## src/rtl/uart_tx_mmio_pkg.sv

```systemverilog
// rtl/uart_tx_mmio_pkg.sv - shared register map, status bit indices and FSM state type
//
// Register offsets are word indices decoded on busAddress[3:2].
// STATUS bit indices locate each flag inside the STATUS read word.
package uart_tx_mmio_pkg;

  localparam logic [1:0] UART_REG_TXDATA  = 2'd0;
  localparam logic [1:0] UART_REG_STATUS  = 2'd1;
  localparam logic [1:0] UART_REG_DIVISOR = 2'd2;

  localparam int UART_ST_FULL  = 0;
  localparam int UART_ST_EMPTY = 1;
  localparam int UART_ST_BUSY  = 2;
  localparam int UART_ST_OVF   = 3;
  localparam int UART_ST_COUNT = 8;

  typedef enum logic [1:0] {
    TX_IDLE,
    TX_START,
    TX_DATA,
    TX_STOP
  } tx_state_t;

  // A divisor of zero would stall the baud counter, so it is stored as one.
  function automatic logic [15:0] clamp_divisor(input logic [15:0] d);
    return (d == 16'd0) ? 16'd1 : d;
  endfunction

endpackage

```

## src/rtl/uart_tx_mmio_sync_fifo.sv

```systemverilog
// rtl/uart_tx_mmio_sync_fifo.sv - synchronous FIFO buffering bytes for the transmitter
//
// Ports:
//   clk, reset   clock and asynchronous active-high reset (clears pointers)
//   push, wdata  write request and data; ignored while full
//   pop, rdata   read request; rdata shows the head entry combinationally
//   full, empty  occupancy flags
//   count        number of stored entries (0..2**AW)
module sync_fifo #(
  parameter int WIDTH = 8,
  parameter int AW    = 4
) (
  input  logic             clk,
  input  logic             reset,
  input  logic             push,
  input  logic             pop,
  input  logic [WIDTH-1:0] wdata,
  output logic [WIDTH-1:0] rdata,
  output logic             full,
  output logic             empty,
  output logic [AW:0]      count
);

  localparam int DEPTH = 1 << AW;

  logic [WIDTH-1:0] mem [DEPTH];
  logic [AW-1:0]    wr_ptr;
  logic [AW-1:0]    rd_ptr;
  logic [AW:0]      cnt;
  logic             do_push;
  logic             do_pop;

  // A push against a full FIFO is dropped even when a pop happens in the same cycle.
  assign do_push = push && !full;
  assign do_pop  = pop && !empty;

  assign full  = (cnt == (AW+1)'(DEPTH));
  assign empty = (cnt == '0);
  assign count = cnt;
  assign rdata = mem[rd_ptr];

  always_ff @(posedge clk or posedge reset) begin
    if (reset) begin
      wr_ptr <= '0;
      rd_ptr <= '0;
      cnt    <= '0;
    end else begin
      if (do_push) wr_ptr <= wr_ptr + AW'(1);
      if (do_pop)  rd_ptr <= rd_ptr + AW'(1);
      case ({do_push, do_pop})
        2'b10:   cnt <= cnt + (AW+1)'(1);
        2'b01:   cnt <= cnt - (AW+1)'(1);
        default: cnt <= cnt;
      endcase
    end
  end

  // Storage needs no reset; only the pointers define valid contents.
  always_ff @(posedge clk) begin
    if (do_push) mem[wr_ptr] <= wdata;
  end

endmodule

```

## src/rtl/uart_tx_mmio.sv

```systemverilog
// rtl/uart_tx_mmio.sv - memory-mapped 8N1 UART transmitter with byte FIFO
//
// Ports:
//   clk, reset      clock and asynchronous active-high reset
//   busAddress      byte address from the core
//   busWriteData    store data, lane-aligned
//   busWriteEnable  store strobe
//   busReadData     combinational register read data, 0 when not selected
//   busSelect       address falls inside the 16-byte register window
//   txd             serial output, idle high
//   txIrq           FIFO empty and transmitter idle
module uart_tx_mmio
  import uart_tx_mmio_pkg::*;
#(
  parameter logic [31:0] BASE_ADDR = 32'h8000_0000,
  parameter int          CLK_DIV   = 434,
  parameter int          FIFO_AW   = 4
) (
  input  logic        clk,
  input  logic        reset,
  input  logic [31:0] busAddress,
  input  logic [31:0] busWriteData,
  input  logic        busWriteEnable,
  output logic [31:0] busReadData,
  output logic        busSelect,
  output logic        txd,
  output logic        txIrq
);

  logic [1:0]       reg_sel;
  logic             wr_en;
  logic             fifo_push;
  logic             fifo_pop;
  logic [7:0]       fifo_rdata;
  logic             fifo_full;
  logic             fifo_empty;
  logic [FIFO_AW:0] fifo_count;

  logic             overflow;
  logic [15:0]      divisor;

  tx_state_t        state;
  logic [7:0]       shift_reg;
  logic [2:0]       bit_cnt;
  logic [15:0]      baud_cnt;
  logic             baud_done;

  logic             unused_bus;

  assign reg_sel    = busAddress[3:2];
  assign busSelect  = (busAddress[31:4] == BASE_ADDR[31:4]);
  assign wr_en      = busWriteEnable && busSelect;
  assign fifo_push  = wr_en && (reg_sel == UART_REG_TXDATA);
  assign baud_done  = (baud_cnt == 16'd0);
  assign unused_bus = ^{busWriteData[31:16], busAddress[1:0]};

  // Pops line up with the FSM loading a new frame: from IDLE, or straight
  // out of a finished stop bit so back-to-back frames have no idle gap.
  assign fifo_pop = !fifo_empty &&
                    ((state == TX_IDLE) || ((state == TX_STOP) && baud_done));

  sync_fifo #(
    .WIDTH (8),
    .AW    (FIFO_AW)
  ) u_fifo (
    .clk   (clk),
    .reset (reset),
    .push  (fifo_push),
    .pop   (fifo_pop),
    .wdata (busWriteData[7:0]),
    .rdata (fifo_rdata),
    .full  (fifo_full),
    .empty (fifo_empty),
    .count (fifo_count)
  );

  always_ff @(posedge clk or posedge reset) begin
    if (reset) begin
      overflow <= 1'b0;
      divisor  <= clamp_divisor(16'(CLK_DIV));
    end else begin
      if (fifo_push && fifo_full) begin
        overflow <= 1'b1;
      end else if (wr_en && (reg_sel == UART_REG_STATUS) && busWriteData[UART_ST_OVF]) begin
        overflow <= 1'b0;
      end
      if (wr_en && (reg_sel == UART_REG_DIVISOR)) begin
        divisor <= clamp_divisor(busWriteData[15:0]);
      end
    end
  end

  // Every bit reloads baud_cnt from the live divisor, so a divisor change
  // lands on the next bit boundary.
  always_ff @(posedge clk or posedge reset) begin
    if (reset) begin
      state     <= TX_IDLE;
      txd       <= 1'b1;
      shift_reg <= 8'd0;
      bit_cnt   <= 3'd0;
      baud_cnt  <= 16'd0;
    end else begin
      case (state)
        TX_IDLE: begin
          if (!fifo_empty) begin
            shift_reg <= fifo_rdata;
            txd       <= 1'b0;
            baud_cnt  <= divisor - 16'd1;
            state     <= TX_START;
          end
        end
        TX_START: begin
          if (baud_done) begin
            txd      <= shift_reg[0];
            bit_cnt  <= 3'd0;
            baud_cnt <= divisor - 16'd1;
            state    <= TX_DATA;
          end else begin
            baud_cnt <= baud_cnt - 16'd1;
          end
        end
        TX_DATA: begin
          if (baud_done) begin
            baud_cnt <= divisor - 16'd1;
            if (bit_cnt == 3'd7) begin
              txd   <= 1'b1;
              state <= TX_STOP;
            end else begin
              shift_reg <= shift_reg >> 1;
              txd       <= shift_reg[1];
              bit_cnt   <= bit_cnt + 3'd1;
            end
          end else begin
            baud_cnt <= baud_cnt - 16'd1;
          end
        end
        TX_STOP: begin
          if (baud_done) begin
            if (!fifo_empty) begin
              shift_reg <= fifo_rdata;
              txd       <= 1'b0;
              baud_cnt  <= divisor - 16'd1;
              state     <= TX_START;
            end else begin
              state <= TX_IDLE;
            end
          end else begin
            baud_cnt <= baud_cnt - 16'd1;
          end
        end
        default: begin
          state <= TX_IDLE;
          txd   <= 1'b1;
        end
      endcase
    end
  end

  assign txIrq = fifo_empty && (state == TX_IDLE);

  // Combinational read: the core samples read data in the same cycle it drives the address.
  always_comb begin
    busReadData = 32'd0;
    if (busSelect) begin
      case (reg_sel)
        UART_REG_STATUS: begin
          busReadData[UART_ST_FULL]                 = fifo_full;
          busReadData[UART_ST_EMPTY]                = fifo_empty;
          busReadData[UART_ST_BUSY]                 = (state != TX_IDLE);
          busReadData[UART_ST_OVF]                  = overflow;
          busReadData[UART_ST_COUNT +: FIFO_AW + 1] = fifo_count;
        end
        UART_REG_DIVISOR: busReadData[15:0] = divisor;
        default:          busReadData = 32'd0;
      endcase
    end
  end

endmodule

```

## config.mk

```make
export PLATFORM = sky130hd
export DESIGN_NAME = uart_tx_mmio
export DESIGN_NICKNAME = d
export VERILOG_FILES = /design/src/rtl/uart_tx_mmio_pkg.sv /design/src/rtl/uart_tx_mmio_sync_fifo.sv /design/src/rtl/uart_tx_mmio.sv
export SDC_FILE = /design/constraint.sdc
export NUM_CORES = 1
export LEC_CHECK = 0
export ABC_AREA = 1
export CAP_MARGIN = 30
export CELL_PAD_IN_SITES_DETAIL_PLACEMENT = 1
export CELL_PAD_IN_SITES_GLOBAL_PLACEMENT = 2
export CORE_MARGIN = 2
export CORE_UTILIZATION = 36
export CTS_BUF_LIST = sky130_fd_sc_hd__clkbuf_8
export CTS_CLUSTER_SIZE = 40
export DETAILED_ROUTE_END_ITERATION = 16
export PLACE_DENSITY = 0.9
export RECOVER_POWER = 100
export SLEW_MARGIN = 10
export SYNTH_ARGS = -nofsm -noshare
export SYNTH_HDL_FRONTEND = slang
export SYNTH_SLANG_ARGS = --single-unit
```

## constraint.sdc

```tcl
create_clock -name clk -period 3.7 [get_ports clk]
set_input_delay 0.37 -clock clk [delete_from_list [all_inputs] [get_ports clk]]
set_output_delay 0.37 -clock clk [all_outputs]
set_load 0.05 [all_outputs]
```

[Yosys cells after proc, flatten, opt, wreduce, memory -nomap -nowiden]
Memory sizes are Yosys's and may differ from the RTL's.
Cells that the tools add are included.
Operators by class
  add/subtract/negate cells: 7
  eq/ne operators: 16
  muxes and demuxes: 37
  reductions and logical operators: 29
Operators by type and width (count)
  $mux W16: 5
  $pmux W16 S3: 1
  $logic_not A16 Y1: 2
  $mux W8: 4
  $sub A16 B1 Y16 const B: 2
  $eq A28 B28 Y1 const B: 1
  $pmux W8 S3: 1
  $pmux W5 S2: 2
  $mux W3: 4
  $ne A2 B2 Y1 const B: 6
  $logic_and A1 B1 Y1: 11
  $mux W1: 10
  $mux W2: 5
  $add A4 B1 Y4 const B: 2
  $eq A2 B2 Y1 const B: 4
  $pmux W2 S4: 1
  $pmux W4 S2: 1
  $reduce_and A4 Y1: 2
  $reduce_bool A2 Y1: 4
  $eq A2 B1 Y1 const B: 3
  $pmux W3 S2: 1
  $add A5 B1 Y5 const B: 1
  $eq A5 B5 Y1 const B: 1
  $logic_not A5 Y1: 1
  other kinds (12): 14
Storage, ports and cells
  flip-flop bits (word level): 60
  bits in writable memories: 128
  bits of input ports: 67
  output and inout port bits: 35
  logic and storage cells: 100
  memories kept: 1
Memories
  u_fifo.mem: depth 16, bits a word 8, rd ports 1, clocked after memory_dff 0, wr ports 1, RTL line uart_tx_mmio_sync_fifo.sv:26  | logic [WIDTH-1:0] mem [DEPTH];

[Depth between registers and ports, before layout]
Gate-level depths: netlist of the first run.
  depth in word-level cells: 7
  gate-level depth with buffers: 18
  gate-level depth less buffers: 17

[Hierarchy]
From an unflattened synthesis of the first run, not the netlist that was laid out.
Second synthesis, totals
  cells, all modules: 1215
  area total of the unflattened synthesis: 10093.4 um^2
Modules (own cells, without submodules)
  sync_fifo: times used 1, cells each 623, area an instance 6236.0 um^2, seq. area each 4169.0 um^2
  uart_tx_mmio: times used 1, cells each 592, area an instance 3857.4 um^2, seq. area each 1183.6 um^2

[Worst setup path before layout of the first run]
Ideal clock, no wire load.
  kind: input to register
  start point: input busAddress[19]
  end point: register u_fifo.cnt[4], in the netlist u_fifo.count[4]
  library setup time: 125 ps
  arrival time: 2627 ps
  required time: 3575 ps
  path slack: 948 ps
  cell stages on the path: 18
  path buffers: 1
  cells stage by stage: nor2_1 -> nand2_1 -> nor2_1 -> nand2_1 -> nor2_4 -> nand3_2 -> nor2_2 -> buf_6 -> inv_1 -> ha_1 -> ha_1 -> nand2_1 -> nor2_1 -> a211oi_1 -> nand2_1 -> nand2_1 -> nor2_1 -> xor2_1
Between the ends
  cells in the longest elaborated chain, start to end: 6
  elaborated cells on any way between the ends: 8
  classes of those cells: eq/ne (3); mux (1); reduce/logical (4)
Ends and longest elaborated chain
  start: declaration: RTL line uart_tx_mmio.sv:21  | input logic [31:0] busAddress,
  $eq A28 B28 Y1 *: RTL line uart_tx_mmio.sv:51  | assign busSelect = (busAddress[31:4] == BASE_ADDR[31:4]);
  via busSelect: RTL line uart_tx_mmio.sv:25  | output logic busSelect,
  $logic_and A1 B1 Y1 *: RTL line uart_tx_mmio.sv:52  | assign wr_en = busWriteEnable && busSelect;
  $logic_and A1 B1 Y1 *: RTL line uart_tx_mmio.sv:53  | assign fifo_push = wr_en && (reg_sel == UART_REG_TXDATA);
  $logic_and A1 B1 Y1 *: RTL line uart_tx_mmio_sync_fifo.sv:34  | assign do_push = push && !full;
  $eq A2 B1 Y1 or $eq A2 B2 Y1 (tied branches): RTL line uart_tx_mmio_sync_fifo.sv:50  | case ({do_push, do_pop})
  $pmux W5 S2 or $reduce_bool A2 Y1 (tied branches)
  end signal: assignment: RTL line uart_tx_mmio_sync_fifo.sv:51  | 2'b10: cnt <= cnt + (AW+1)'(1);
  end signal: assignment: RTL line uart_tx_mmio_sync_fifo.sv:52  | 2'b01: cnt <= cnt - (AW+1)'(1);
  end signal: assignment: RTL line uart_tx_mmio_sync_fifo.sv:53  | default: cnt <= cnt;
  end: declaration: RTL line uart_tx_mmio_sync_fifo.sv:29  | logic [AW:0] cnt;
The timed path passes the listed nets; every way through them passes the cells marked *.
A chain may end at the register's enable or synchronous reset.

[Final worst setup path of the first run]
  start point: input busAddress[31]
  end point: output busReadData[3]
Between the ends
  cells in the longest elaborated chain, start to end: 2
Ends and longest elaborated chain
  $eq A28 B28 Y1: RTL line uart_tx_mmio.sv:51
  $mux W16: RTL line uart_tx_mmio.sv:164  | if (busSelect) begin
  end: declaration: RTL line uart_tx_mmio.sv:24  | output logic [31:0] busReadData,
No other way between the ends.

==> impl_metrics.yaml, run 1 <==
outcome:
  status: "complete, but fails checks"
  violations: "capacitance limit, slew limit"
worst_setup_path:
  path_cells: "clkdlybuf4s50_1 > nand2_1 > nor3_1 > nand3_1 > nor2_1 > nand2_1 > a21oi_1 > dlygate4sd3_1"
  end_kind: "output pin"
  rr_startpoint: "baud_cnt[4]"
  cp.required_ns: 3.33
  startpoint: "busAddress[31]"
  max_stage_delay_ns: 0.93
  worstSetupStartpointType: "input pin"
  crit_type: "in2out"
  slowest_stage: "dlygate4sd3_1"
  crit_fanout: 9
  crit_arrival_ns: 3.02
  cp_common_cell: "nand2_1"
timing:
  fmax_mhz: 295
  tns_ns: 0
  period_minus_slack_ns: 3.39
  hold_slack_ns: 0.470
  relSlewSlack: -0.0272
  finalHoldViolations: 0
  worst_pin_slew_ns: 1.54
  setup_violations: 0
  final.period_utilization: 0.917
  slew_violations: 34
  rsz0062_at_grt: "false"
  skew_ns: 0.0284
finish:
  nFillCells: 3184
  ff_latch_area_mm2: 0.00535
  multi_input_area_mm2: 0.00383
  fin_cells: 1540
  layout_common_cells: "nand2_1 (286), nor2_1 (158), edfxtp_1 (128)"
  drive_above_1_share: 0.0634
  regMostFlops: "u_fifo.mem"
  antennaDiodeCount: 0
  area_delta_synth_final_pct: 13.8
  top_regs: "u_fifo.mem (128), baud_cnt (16), divisor (16)"
  largest_register_ffs: 128
  layout_commonest_cell: "nand2_1"
  finalNetCount: 1276
clocking:
  post_cts_buffers: 0
  path_clk_slew_ns: 0.11
  clock_tree.root_cell: "clkbuf_8"
  clockBufferDepth: 2
  insertion_delay_ns: 0.48
  post_cts_resized: 0
  cts_tree: "built"
  numCtsBuffers: 17
  htree_levels: 4
  clock_sinks: 188
  hold_buffers: 0
worst_hold_path:
  min_path_type: "in2reg"
  hp-start: "busWriteData[8]"
place:
  portBuffers: 67
  gp_congestion: 0.844
  dpl.hpwl_mm: 20.0
  post-place-cells: 1508
flow_run:
  cap_violations: 1
route:
  ant_nets: 0
  vias: 8035
  avgViaCountPerCell: 5.22
  wl_mm: 28.4
  drt_iter0_drc: 487
  route.detailed.drc: 0
  post_drt_wl_per_cell_um: 18.4
  dr.pass1.iters: 4
grt:
  grt.total_usage: 0.204
  grt_use_met1: 0.268
  grt_pass1_wl_mm: 45.3
  grt_overflow: 0
  grt.busiest_layer: "met2"
  met3_usage: 0.0343
  grt_max_degree: 45
  antenna_found_initial: 1
  grtUsageMet2: 0.341
  grt_pass1_vias: 8426
power:
  vdd_drop_max_mv: 0.267
  p_per_area_mw_per_mm2: 348
  p_leak_nw: 4.75
  finalPower_w: 0.00390
yosys:
  synth_edf_count: 128
  synth_cells: 1110
  synth_cell_types: 50
  ys.flop_type: "edfxtp_1"
  ys_async_sr_fraction: 0.319
  yosys_warnings: 0
  postSynthAreaPerCell_um2: 8.87
  synth_seq_cells: 188
  synth_area_mm2: 0.00984
  ys_seq_area_frac: 0.544
die:
  die_w_um: 169
  start_util: 0.366
  core_area_mm2: 0.0269
  die_h_um: 169
  ios: 102
  rows: 60
  dieArea_mm2: 0.0287
-- Yosys cell counts (7+ instances only) --
library cell	number	area, µm²
xor2_1	16	140
buf_2	18	90.1
o211ai_1	13	97.6
inv_1	89	334
dfrtp_1	54	1350
nand3_1	74	370
clkbuf_1	14	52.6
buf_4	16	120
nand2_4	7	78.8
nor3_1	11	55.1
o21ai_0	71	355
edfxtp_1	128	3840
o21ai_1	15	75.1
nor2_2	14	87.6
a21oi_1	37	185
nor2_1	154	578
ha_1	22	275
nand2_1	282	1060
-- area by class of cell --
class                      count  share of cell area
sequential                   188               0.478
multi-input combinational    791               0.342
clock buffer                  17              0.0209
tap                          341              0.0381
timing repair buffer          95              0.0726
inverter                      93              0.0316
clock inverter                15              0.0163
-- path summary, 6_finish.rpt --
path	endpoint	cells past startpoint	slack [ns]
worst max-delay path	busReadData[3]	8	0.31
worst min register to register	divisor[7]	2	0.50
worst max register to register	u_fifo.count[4]	16	0.37
max in group asynchronous	u_fifo.rd_ptr[0]	3	1.39
worst min-delay path	divisor[8]	3	0.47
min in group asynchronous	baud_cnt[13]	2	0.80
-- metrics by stage --
step	setup WS, ns	cell area, µm²	util
6_report	0.307	11200	0.417
3_3_place_gp	0.580	10900	0.406
2_1_floorplan	0.948	9900	-
5_1_grt	0.138	11200	0.417
3_5_place_dp	0.528	10900	0.406
4_1_cts	0.462	11300	0.421
-- power by group --
part | switching [W] | internal, W | leakage (nW)
Sequential | 0.0000116 | 0.00227 | 1.95
Combinational | 0.000130 | 0.0000662 | 2.59
Clock | 0.000891 | 0.000529 | 0.210
Total | 0.00103 | 0.00286 | 4.75
-- metal layers --
metal,up-vias,wire length [µm]
met5,-,13
met4,2,771
met3,46,1140
met2,219,13800
met1,3963,12700
li1,3805,-
-- worst max-delay path, delay by kind of cell --
family	cells	cell delay [ns]
AOI/OAI and AO/OA	1	0.29
buffers and inverters	2	1.38
and+or+nand+nor	5	0.98
-- cells by family (layout without fill, tap and decap cells) --
logic type | after synthesis | count (layout) | synth area share
AOI/OAI and AO/OA | 165 | 165 | 0.0960
adders and majority gates | 23 | 23 | 0.0300
buffers and inverters | 146 | 220 | 0.0669
other | 1 | 16 | 0.000381
and+or+nand+nor | 567 | 567 | 0.245
xor gates and xnor gates | 20 | 20 | 0.0178
DFF | 188 | 188 | 0.544
No activity file was read; power rests on OpenSTA's default activity.
==> run 2: changes to the inputs <==
Settings changed: PLACE_DENSITY 0.9 to 0.86.
==> run 2 against run 1 <==
The run still ends with capacitance limit, slew limit left. Wire length down 1.7%. Sequential share of layout area about the same. Clock power about the same. Critical path depth up 1. Count of clock-buffer cells in the layout unchanged. Critical path type unchanged. Critical endpoint unchanged. Worst setup slack better by 0.036 ns. First-iteration DRC count up 7.0%. Sequential power about the same. Die area unchanged. Combinational power about the same.
==> impl_metrics.yaml, run 2 (synthesized netlist as in run 1, its figures left out) <==
route:
  post_drt_wl_per_cell_um: 18.1
  drt_iter0_drc: 521
  avgViaCountPerCell: 5.16
  ant_nets: 0
  route.detailed.drc: 0
  vias: 7958
  wl_mm: 27.9
  dr.pass1.iters: 5
outcome:
  violations: "capacitance limit, slew limit"
  status: "complete, but fails checks"
clocking:
  numCtsBuffers: 17
  hold_buffers: 0
  clockBufferDepth: 2
  post_cts_resized: 0
  htree_levels: 4
  clock_tree.root_cell: "clkbuf_8"
  clock_sinks: 188
  cts_tree: "built"
  post_cts_buffers: 0
  path_clk_slew_ns: 0.11
  insertion_delay_ns: 0.50
place:
  portBuffers: 67
  dpl_cell_area_mm2: 0.0109
  post-place-cells: 1511
  post-place-ws_ns: 0.536
  gp_congestion: 0.865
  dpl.hpwl_mm: 19.8
timing:
  final.period_utilization: 0.907
  skew_ns: 0.0256
  rsz0062_at_grt: "false"
  setup_violations: 0
  relSlewSlack: -0.0164
  fmax_mhz: 298
  tns_ns: 0
  slew_violations: 36
  period_minus_slack_ns: 3.36
  setup_slack_ns: 0.343
  worst_pin_slew_ns: 1.52
  finalHoldViolations: 0
finish:
  nFillCells: 3215
  layout_commonest_cell: "nand2_1"
  drive_above_1_share: 0.0616
  finalNetCount: 1279
  fin_cells: 1543
  regMostFlops: "u_fifo.mem"
  fin_area_mm2: 0.0112
  top_regs: "u_fifo.mem (128), baud_cnt (16), divisor (16)"
  area_delta_synth_final_pct: 13.8
  largest_register_ffs: 128
  antennaDiodeCount: 0
  layout_common_cells: "nand2_1 (289), nor2_1 (159), edfxtp_1 (128)"
die:
  die_w_um: 169
  core_area_mm2: 0.0269
  start_util: 0.366
  ios: 102
  die_h_um: 169
  rows: 60
  dieArea_mm2: 0.0287
worst_setup_path:
  end_kind: "output pin"
  crit_arrival_ns: 2.99
  worstSetupStartpointType: "input pin"
  slowest_stage: "dlygate4sd3_1"
  path_cells: "clkdlybuf4s50_1 > nor2_1 > nand2_1 > nor2_1 > nand2_1 > nor2_1 > nand2_1 > a21oi_1 > dlygate4sd3_1"
  crit_type: "in2out"
  max_stage_delay_ns: 0.91
  crit_fanout: 9
  cp.required_ns: 3.33
grt:
  antenna_found_initial: 0
  grt_pass1_vias: 8317
  grt_overflow: 0
  grt.total_usage: 0.204
  grt_max_degree: 67
  grt_pass1_wl_mm: 45.2
power:
  swShare: 0.269
  p_per_area_mw_per_mm2: 351
  p_comb_frac: 0.050
  finalPower_w: 0.00393
  intPower_w: 0.00287
  p_sw_w: 0.00106
  p_leak_nw: 4.75
  seq_power_share: 0.580
  pwr-share-clk: 0.370
  vdd_drop_max_mv: 0.201
flow_run:
  cap_violations: 1
worst_hold_path:
  min_path_type: "in2reg"
run 2: cell count changes in the layout (fill, tap and decap cells not counted), sizes merged:
cell | before | now
inv | 100 | 99
clkbuf | 35 | 38
clkinv | 8 | 9
run 2: routing by layer:
layer	wire length [µm]	part of all wire	GRT usage	vias up
met5	0	0	0	-
met4	560	0.020	0.0658	0
met3	1090	0.039	0.0308	36
met2	13800	0.49	0.347	175
met1	12500	0.45	0.268	3931
li1	-	-	-	3816
run 2: layout make-up:
type | count | area, µm² | share of cell area
clock buffer | 17 | 234 | 0.0209
clock inverter | 15 | 201 | 0.0180
timing repair buffer | 98 | 825 | 0.0736
multi-input combinational | 791 | 3800 | 0.340
sequential | 188 | 5350 | 0.478
inverter | 93 | 354 | 0.0316
tap | 341 | 427 | 0.0381
run 2: worst max-delay path, delay by kind of cell:
| family | cells | cell delay, ns |
|---|---|---|
| buffers and inverters | 2 | 1.31 |
| AND/OR/NAND/NOR | 6 | 1.03 |
| AO/OA/AOI/OAI | 1 | 0.28 |
run 2: final timing paths:
| path | from | to | slack, ns | cells after the start |
|---|---|---|---|---|
| max | busAddress[19] | busReadData[3] | 0.34 | 9 |
| min | busWriteData[12] | divisor[12] | 0.46 | 3 |
| max reg2reg | baud_cnt[0] | u_fifo.count[4] | 0.45 | 17 |
| min reg2reg | shift_reg[6] | shift_reg[6] | 0.49 | 2 |
| max in group asynchronous | reset | u_fifo.wr_ptr[1] | 1.46 | 3 |
| min in group asynchronous | reset | baud_cnt[0] | 0.79 | 2 |
run 2: stage by stage:
| step | hold WS [ns] | utilization |
|---|---|---|
| 6_report | 0.456 | 0.417 |
| 5_1_grt | 0.447 | 0.417 |
| 4_1_cts | 0.400 | 0.423 |
| 3_5_place_dp | 0.466 | 0.407 |
| 3_3_place_gp | 0.465 | 0.407 |
| 2_1_floorplan | 0.450 | - |
run 2: power groups by stage:
stage               combinational [W]  sequential (W)  clock [W]
CTS                          0.000206         0.00228    0.00148
detailed placement           0.000205         0.00233          0
finish                       0.000196         0.00228    0.00145
global placement             0.000200         0.00232          0
global route                 0.000217         0.00228    0.00156
floorplan                    0.000111         0.00232          0
==> RTL edit 1, RTL diff (config.mk and constraints of run 1) <==
Re-encode `tx_state_t` (4 states) as one-hot, 4 bits wide.
--- a/src/rtl/uart_tx_mmio_pkg.sv
+++ b/src/rtl/uart_tx_mmio_pkg.sv
@@ -14,11 +14,11 @@
   localparam int UART_ST_OVF   = 3;
   localparam int UART_ST_COUNT = 8;
 
-  typedef enum logic [1:0] {
-    TX_IDLE,
-    TX_START,
-    TX_DATA,
-    TX_STOP
+  typedef enum logic [3:0] {
+    TX_IDLE  = 4'b0001,
+    TX_START = 4'b0010,
+    TX_DATA  = 4'b0100,
+    TX_STOP  = 4'b1000
   } tx_state_t;
 
   // A divisor of zero would stall the baud counter, so it is stored as one.
Check against the original RTL: same outputs for any inputs over 4 cycles, from zero or initial values and one cycle with reset high; so few cycles prove little.
==> RTL edit 1 against run 1 <==
Sequential share of layout area grew 2.0 points; worst hold slack worse by 0.025 ns; worst setup slack lost 0.058 ns; non-clock buffer count down 1; combinational power fell by 17%; sequential cell count grew 2; final area fell by 3.1%; wire length decreased by 8.9%; die area decreased by 3.7%; highest routed layer is now met4; count of clock-buffer cells in the layout stayed put; clock skew fell by 0.0046 ns; area after synthesis fell by 3.8%; the flow still finishes with violations (max-capacitance violations, max-slew violations); total power is essentially flat.
==> RTL edit 1: results (changes against run 1) <==
- Run status: finished with violations
- The checks that failed: max-capacitance violations, max-slew violations.
- The final weighted congestion of routability-driven global placement was 0.830 (-1.6%).
- Async SR Flop Fraction: 32.6% (+0.72 points)
* Total instance count after detailed placement: 1403 (-7.0%)
- The first-pass GRT wire length was 41600 um (-8.0%).
* Sum of routed wire length over all layers: 25900 um (-8.9%)
- The global-route met1 utilization is 24.8% (-2.0 points).
- Share of synthesized area occupied by flip-flops and latches: 57.1% (+2.7 points)
* Distinct cells, synth: 45 (-10%)
- The worst stage delay on the critical path came to 0.91 ns (-0.02 ns).
- Worst supply voltage drop on vdd: 0.249 mV (-6.8%)
- Mean post-synth cell area: 9.35 um2 (+5.5%)
- The number of DRC violations after detailed-routing iteration 0 was 483 (-0.82%).
- The final worst clock skew came to 0.0237 ns (-0.00463 ns).
- Detail-routed via count per cell: 5.15 (-1.4%)
- The routing usage on met2 came to 32.7% (-1.4 points).
- The depth of the worst register-to-register path came to 19 (+3).
- The max-slew violation count came to 31 (-8.8%).
* Number of global-route vias before repair: 7702 (-8.6%)
- Pre-CTS worst setup slack: 0.495 ns (-0.0335 ns)
- The relative contribution of combinational cells to total power is 4.1% (-0.9 points).
- Worst skew pair latency: 0.50 ns (+0.02 ns)
* Maximum number of pins on one net before global-route repair: 68 (+51%)
* Share of cells above drive strength 1: 6.09% (-0.25 points)
- Antenna violations before repair: 0 (-1)
* Final Power: 3.90 mW (about the same)
- The slew of the pin with the lowest slew margin is 1.76 ns (+0.221 ns).
- Ranked by instance count, the synthesized netlist is headed by 201 x sky130_fd_sc_hd__nand2_1, 185 x sky130_fd_sc_hd__nor2_1, 128 x sky130_fd_sc_hd__edfxtp_1.
- Placement Cell Area: 0.0105 mm2 (-3.3%)
* Net count of the finished layout: 1171 (-8.2%)
* Cells taking the most area after synthesis: sky130_fd_sc_hd__edfxtp_1 41%, sky130_fd_sc_hd__dfrtp_1 15%, sky130_fd_sc_hd__nand2_1 8.0%
- Max_cap viols: 2 (+1)
- The total number of vias came to 7385 (-8.1%).
==> RTL edit 1: routing by layer <==
metal  vias up  part of all wire (%)
li1       3549                     -
met1      3626                    45
met2       179                    49
met3        31                   4.2
met4         0                   1.8
met5         -                     0
==> RTL edit 1: cells by family (layout without fill, tap and decap cells) <==
kind of cell,after synthesis,after routing,share of synthesized area (%)
DFF,190,190,57.1
adders and majority gates,17,17,2.33
other,1,16,0.0396
xor gates and xnor gates,22,22,2.04
buffers and inverters,126,199,6.12
AOI/OAI and AO/OA,176,176,10.9
and+or+nand+nor,480,480,21.4
==> RTL edit 1: cell type report <==
cell class / count / area, um2 / share of cell area [%]
Inverter: 73 / 279 / 2.57
Clock buffer: 17 / 234 / 2.16
Tap cell: 335 / 419 / 3.86
Multi-Input combinational cell: 711 / 3510 / 32.4
Sequential cell: 190 / 5410 / 49.8
Clock inverter: 15 / 195 / 1.80
Timing Repair Buffer: 94 / 803 / 7.41
==> RTL edit 1: worst paths after layout <==
path	start	end	slack (ns)
min in group asynchronous	reset	u_fifo.rd_ptr[3]$_DFFE_PP0P_	0.76
max	u_fifo.count[2]$_DFFE_PP0P_	busReadData[1]	0.25
max reg2reg	baud_cnt[0]$_DFFE_PP0P_	u_fifo.count[4]$_DFFE_PP0P_	0.51
min reg2reg	txd$_DFFE_PP1P_	txd$_DFFE_PP1P_	0.47
min	busWriteData[9]	divisor[9]$_DFFE_PP0P_	0.45
max in group asynchronous	reset	divisor[15]$_DFFE_PP0P_	0.64
==> RTL edit 1: worst min-delay path: stages <==
cell and delay [ns]:
sky130_fd_sc_hd__clkdlybuf4s50_1 0.42, sky130_fd_sc_hd__nand2_1 0.07, sky130_fd_sc_hd__nand2_1 0.05
==> RTL edit 2, RTL diff (flow settings as in run 1) <==
Without the edit above. Set the parameter `FIFO_AW` to 6 (it was 4).
--- a/src/rtl/uart_tx_mmio.sv
+++ b/src/rtl/uart_tx_mmio.sv
@@ -14,7 +14,7 @@
 #(
   parameter logic [31:0] BASE_ADDR = 32'h8000_0000,
   parameter int          CLK_DIV   = 434,
-  parameter int          FIFO_AW   = 4
+  parameter int          FIFO_AW   = 6
 ) (
   input  logic        clk,
   input  logic        reset,
Check against the original RTL: same outputs for any inputs over 4 cycles, from zero or initial values and one cycle with reset high; that may be too few to reach the edited logic, so the function may still have changed.
==> RTL edit 2 against run 1 <==
The flow still finishes with violations (max-capacitance violations, max-slew violations); area after synthesis rose to 2.6 times the old value; worst setup slack got worse by 0.0089 ns; via count rose by 130%; total power rose to 3.4 times the old value; wire length rose to 2.6 times the old value; final area rose to 2.6 times the old value; sequential share of layout area rose by 10 points; sequential cell count rose by 390; critical path type is now reg -> reg; critical endpoint is now shift_reg[5]$_DFFE_PP0P_; highest routed layer is now met4.
==> RTL edit 2: results (changes against run 1) <==
- Run status: finished with violations
- Violated checks: max-capacitance violations, max-slew violations
- The number of antenna violations at the first check in global routing came to 3 (+2).
- Normalized max-slew margin: -67.4% (-65 points)
- Capturing instance or port of the critical path: shift_reg[5]$_DFFE_PP0P_
- The largest individual stage delay along the critical path comes from the cell sky130_fd_sc_hd__clkbuf_2.
- Placement Cell Area: 0.0277 mm2 (+150%)
* Largest registers in the final layout: u_fifo.mem x512, baud_cnt x16, divisor x16
- Clock-pin slew reported for the worst setup and hold paths after clock tree synthesis: 0.06 ns (-0.05 ns)
- The count of maximum capacitance violations came to 9 (+8).
- The fraction of registers with async set/reset was 11.4% (-20 points).
- Number of slew-limit violations in the final report: 326 (+860%)
- Worst supply voltage drop on vdd: 0.302 mV (+13%)
* Per-cell routed wire length: 20.5 um (+11%)
- Final worst clock skew: 0.0546 ns (+0.0262 ns)
- The number of nets in the layout is 2671 (+110%).
- The number of DRC violations after detailed-routing iteration 0 is 1499 (+210%).
- The met1 routed wirelength after detailed routing came to 30900 um (+140%).
* Routed wire length on met3: 4680 um (+310%)
- Register-to-Register Setup Slack: 0.30 ns (-0.07 ns)
* TritonCTS Buffers: 94 (+77)
* Highest metal layer used by the detailed router: met4
- The number of filler cells placed in the layout was 7898 (+150%).
- The total iterations of the first detailed-routing run came to 5 (+1).
- Worst Path Arrival: 4.04 ns (+1.02 ns)
- The share of synthesized area occupied by flip-flops and latches was 66.3% (+12 points).
- After synthesis, the most frequently instantiated cells are 520 x sky130_fd_sc_hd__nand2_1, 512 x sky130_fd_sc_hd__edfxtp_1, 427 x sky130_fd_sc_hd__nor2_1.
- The first-pass GRT wire length was 114000 um (+150%).
- The H-tree depth came to 3 (-1).
- The path with the worst hold slack has its endpoint at divisor[10]$_DFFE_PP0P_.
* Xor and xnor fraction of the mapped netlist area: 1.19% (-0.59 points)
- Synth Area in Compound Gates: 7.02% (-2.6 points)
- Delay of the slowest cell on the worst path: 1.19 ns (+0.26 ns)
* Pre-CTS worst setup slack: 0.206 ns (-0.322 ns)
* Critical path type: reg -> reg
* Critical path peak fanout: 56 (+47)
* Worst Hold Margin: 0.264 ns (-0.206 ns)
* HPWL after detailed placement: 47100 um (+140%)
* Worst skew pair latency: 0.70 ns (+0.22 ns)
- The post-synthesis share of cell area spent on full adders, half adders and majority gates came to 1.05% (-1.9 points).
- The pin count of the biggest net entering global routing is 133 (+200%).
- Met2 track demand over resource: 34.3% (+0.21 points)
* Multiplexer fraction of the synthesized cell area: 0% (unchanged)
* Distinct cells, synth: 48 (-4.0%)
* Reg-to-reg startpoint: u_fifo.rd_ptr[1]$_DFFE_PP0P_
* R2R cell count: 9 (-7)
* Number of enable-type register cells in the synthesized netlist: 512 (+300%)
- Post-Layout Cell Count: 3600 (+130%)
[RTL edit 2: layout make-up]
class / count / area, um2 / share of cell area [%]
sequential: 578 / 17000 / 58.0
multi-input combinational: 1641 / 7570 / 25.8
clock buffer: 100 / 1380 / 4.69
tap: 940 / 1180 / 4.00
timing repair buffer: 160 / 1170 / 3.99
clock inverter: 72 / 626 / 2.13
inverter: 108 / 412 / 1.40
antenna: 1 / 2.50 / 0.00852
[RTL edit 2: timing repair]
item / in CTS / in global routing
setup endpoints to repair: 0 / 2
resized for setup: 0 / 2
hold endpoints to repair: 6 / 4
hold buffers: 1 / 1
[RTL edit 2: where the power goes]
group	switching, mW	leakage [nW]	internal, mW
clock	2.67	1.09	3.24
sequential	0.000000218	5.32	7.11
combinational	0.187	4.40	0.0503
[RTL edit 2: worst min-delay path: stages]
cell                              delay (ns)
sky130_fd_sc_hd__clkdlybuf4s50_1        0.42
sky130_fd_sc_hd__nand2_1                0.08
sky130_fd_sc_hd__nand2_1                0.05
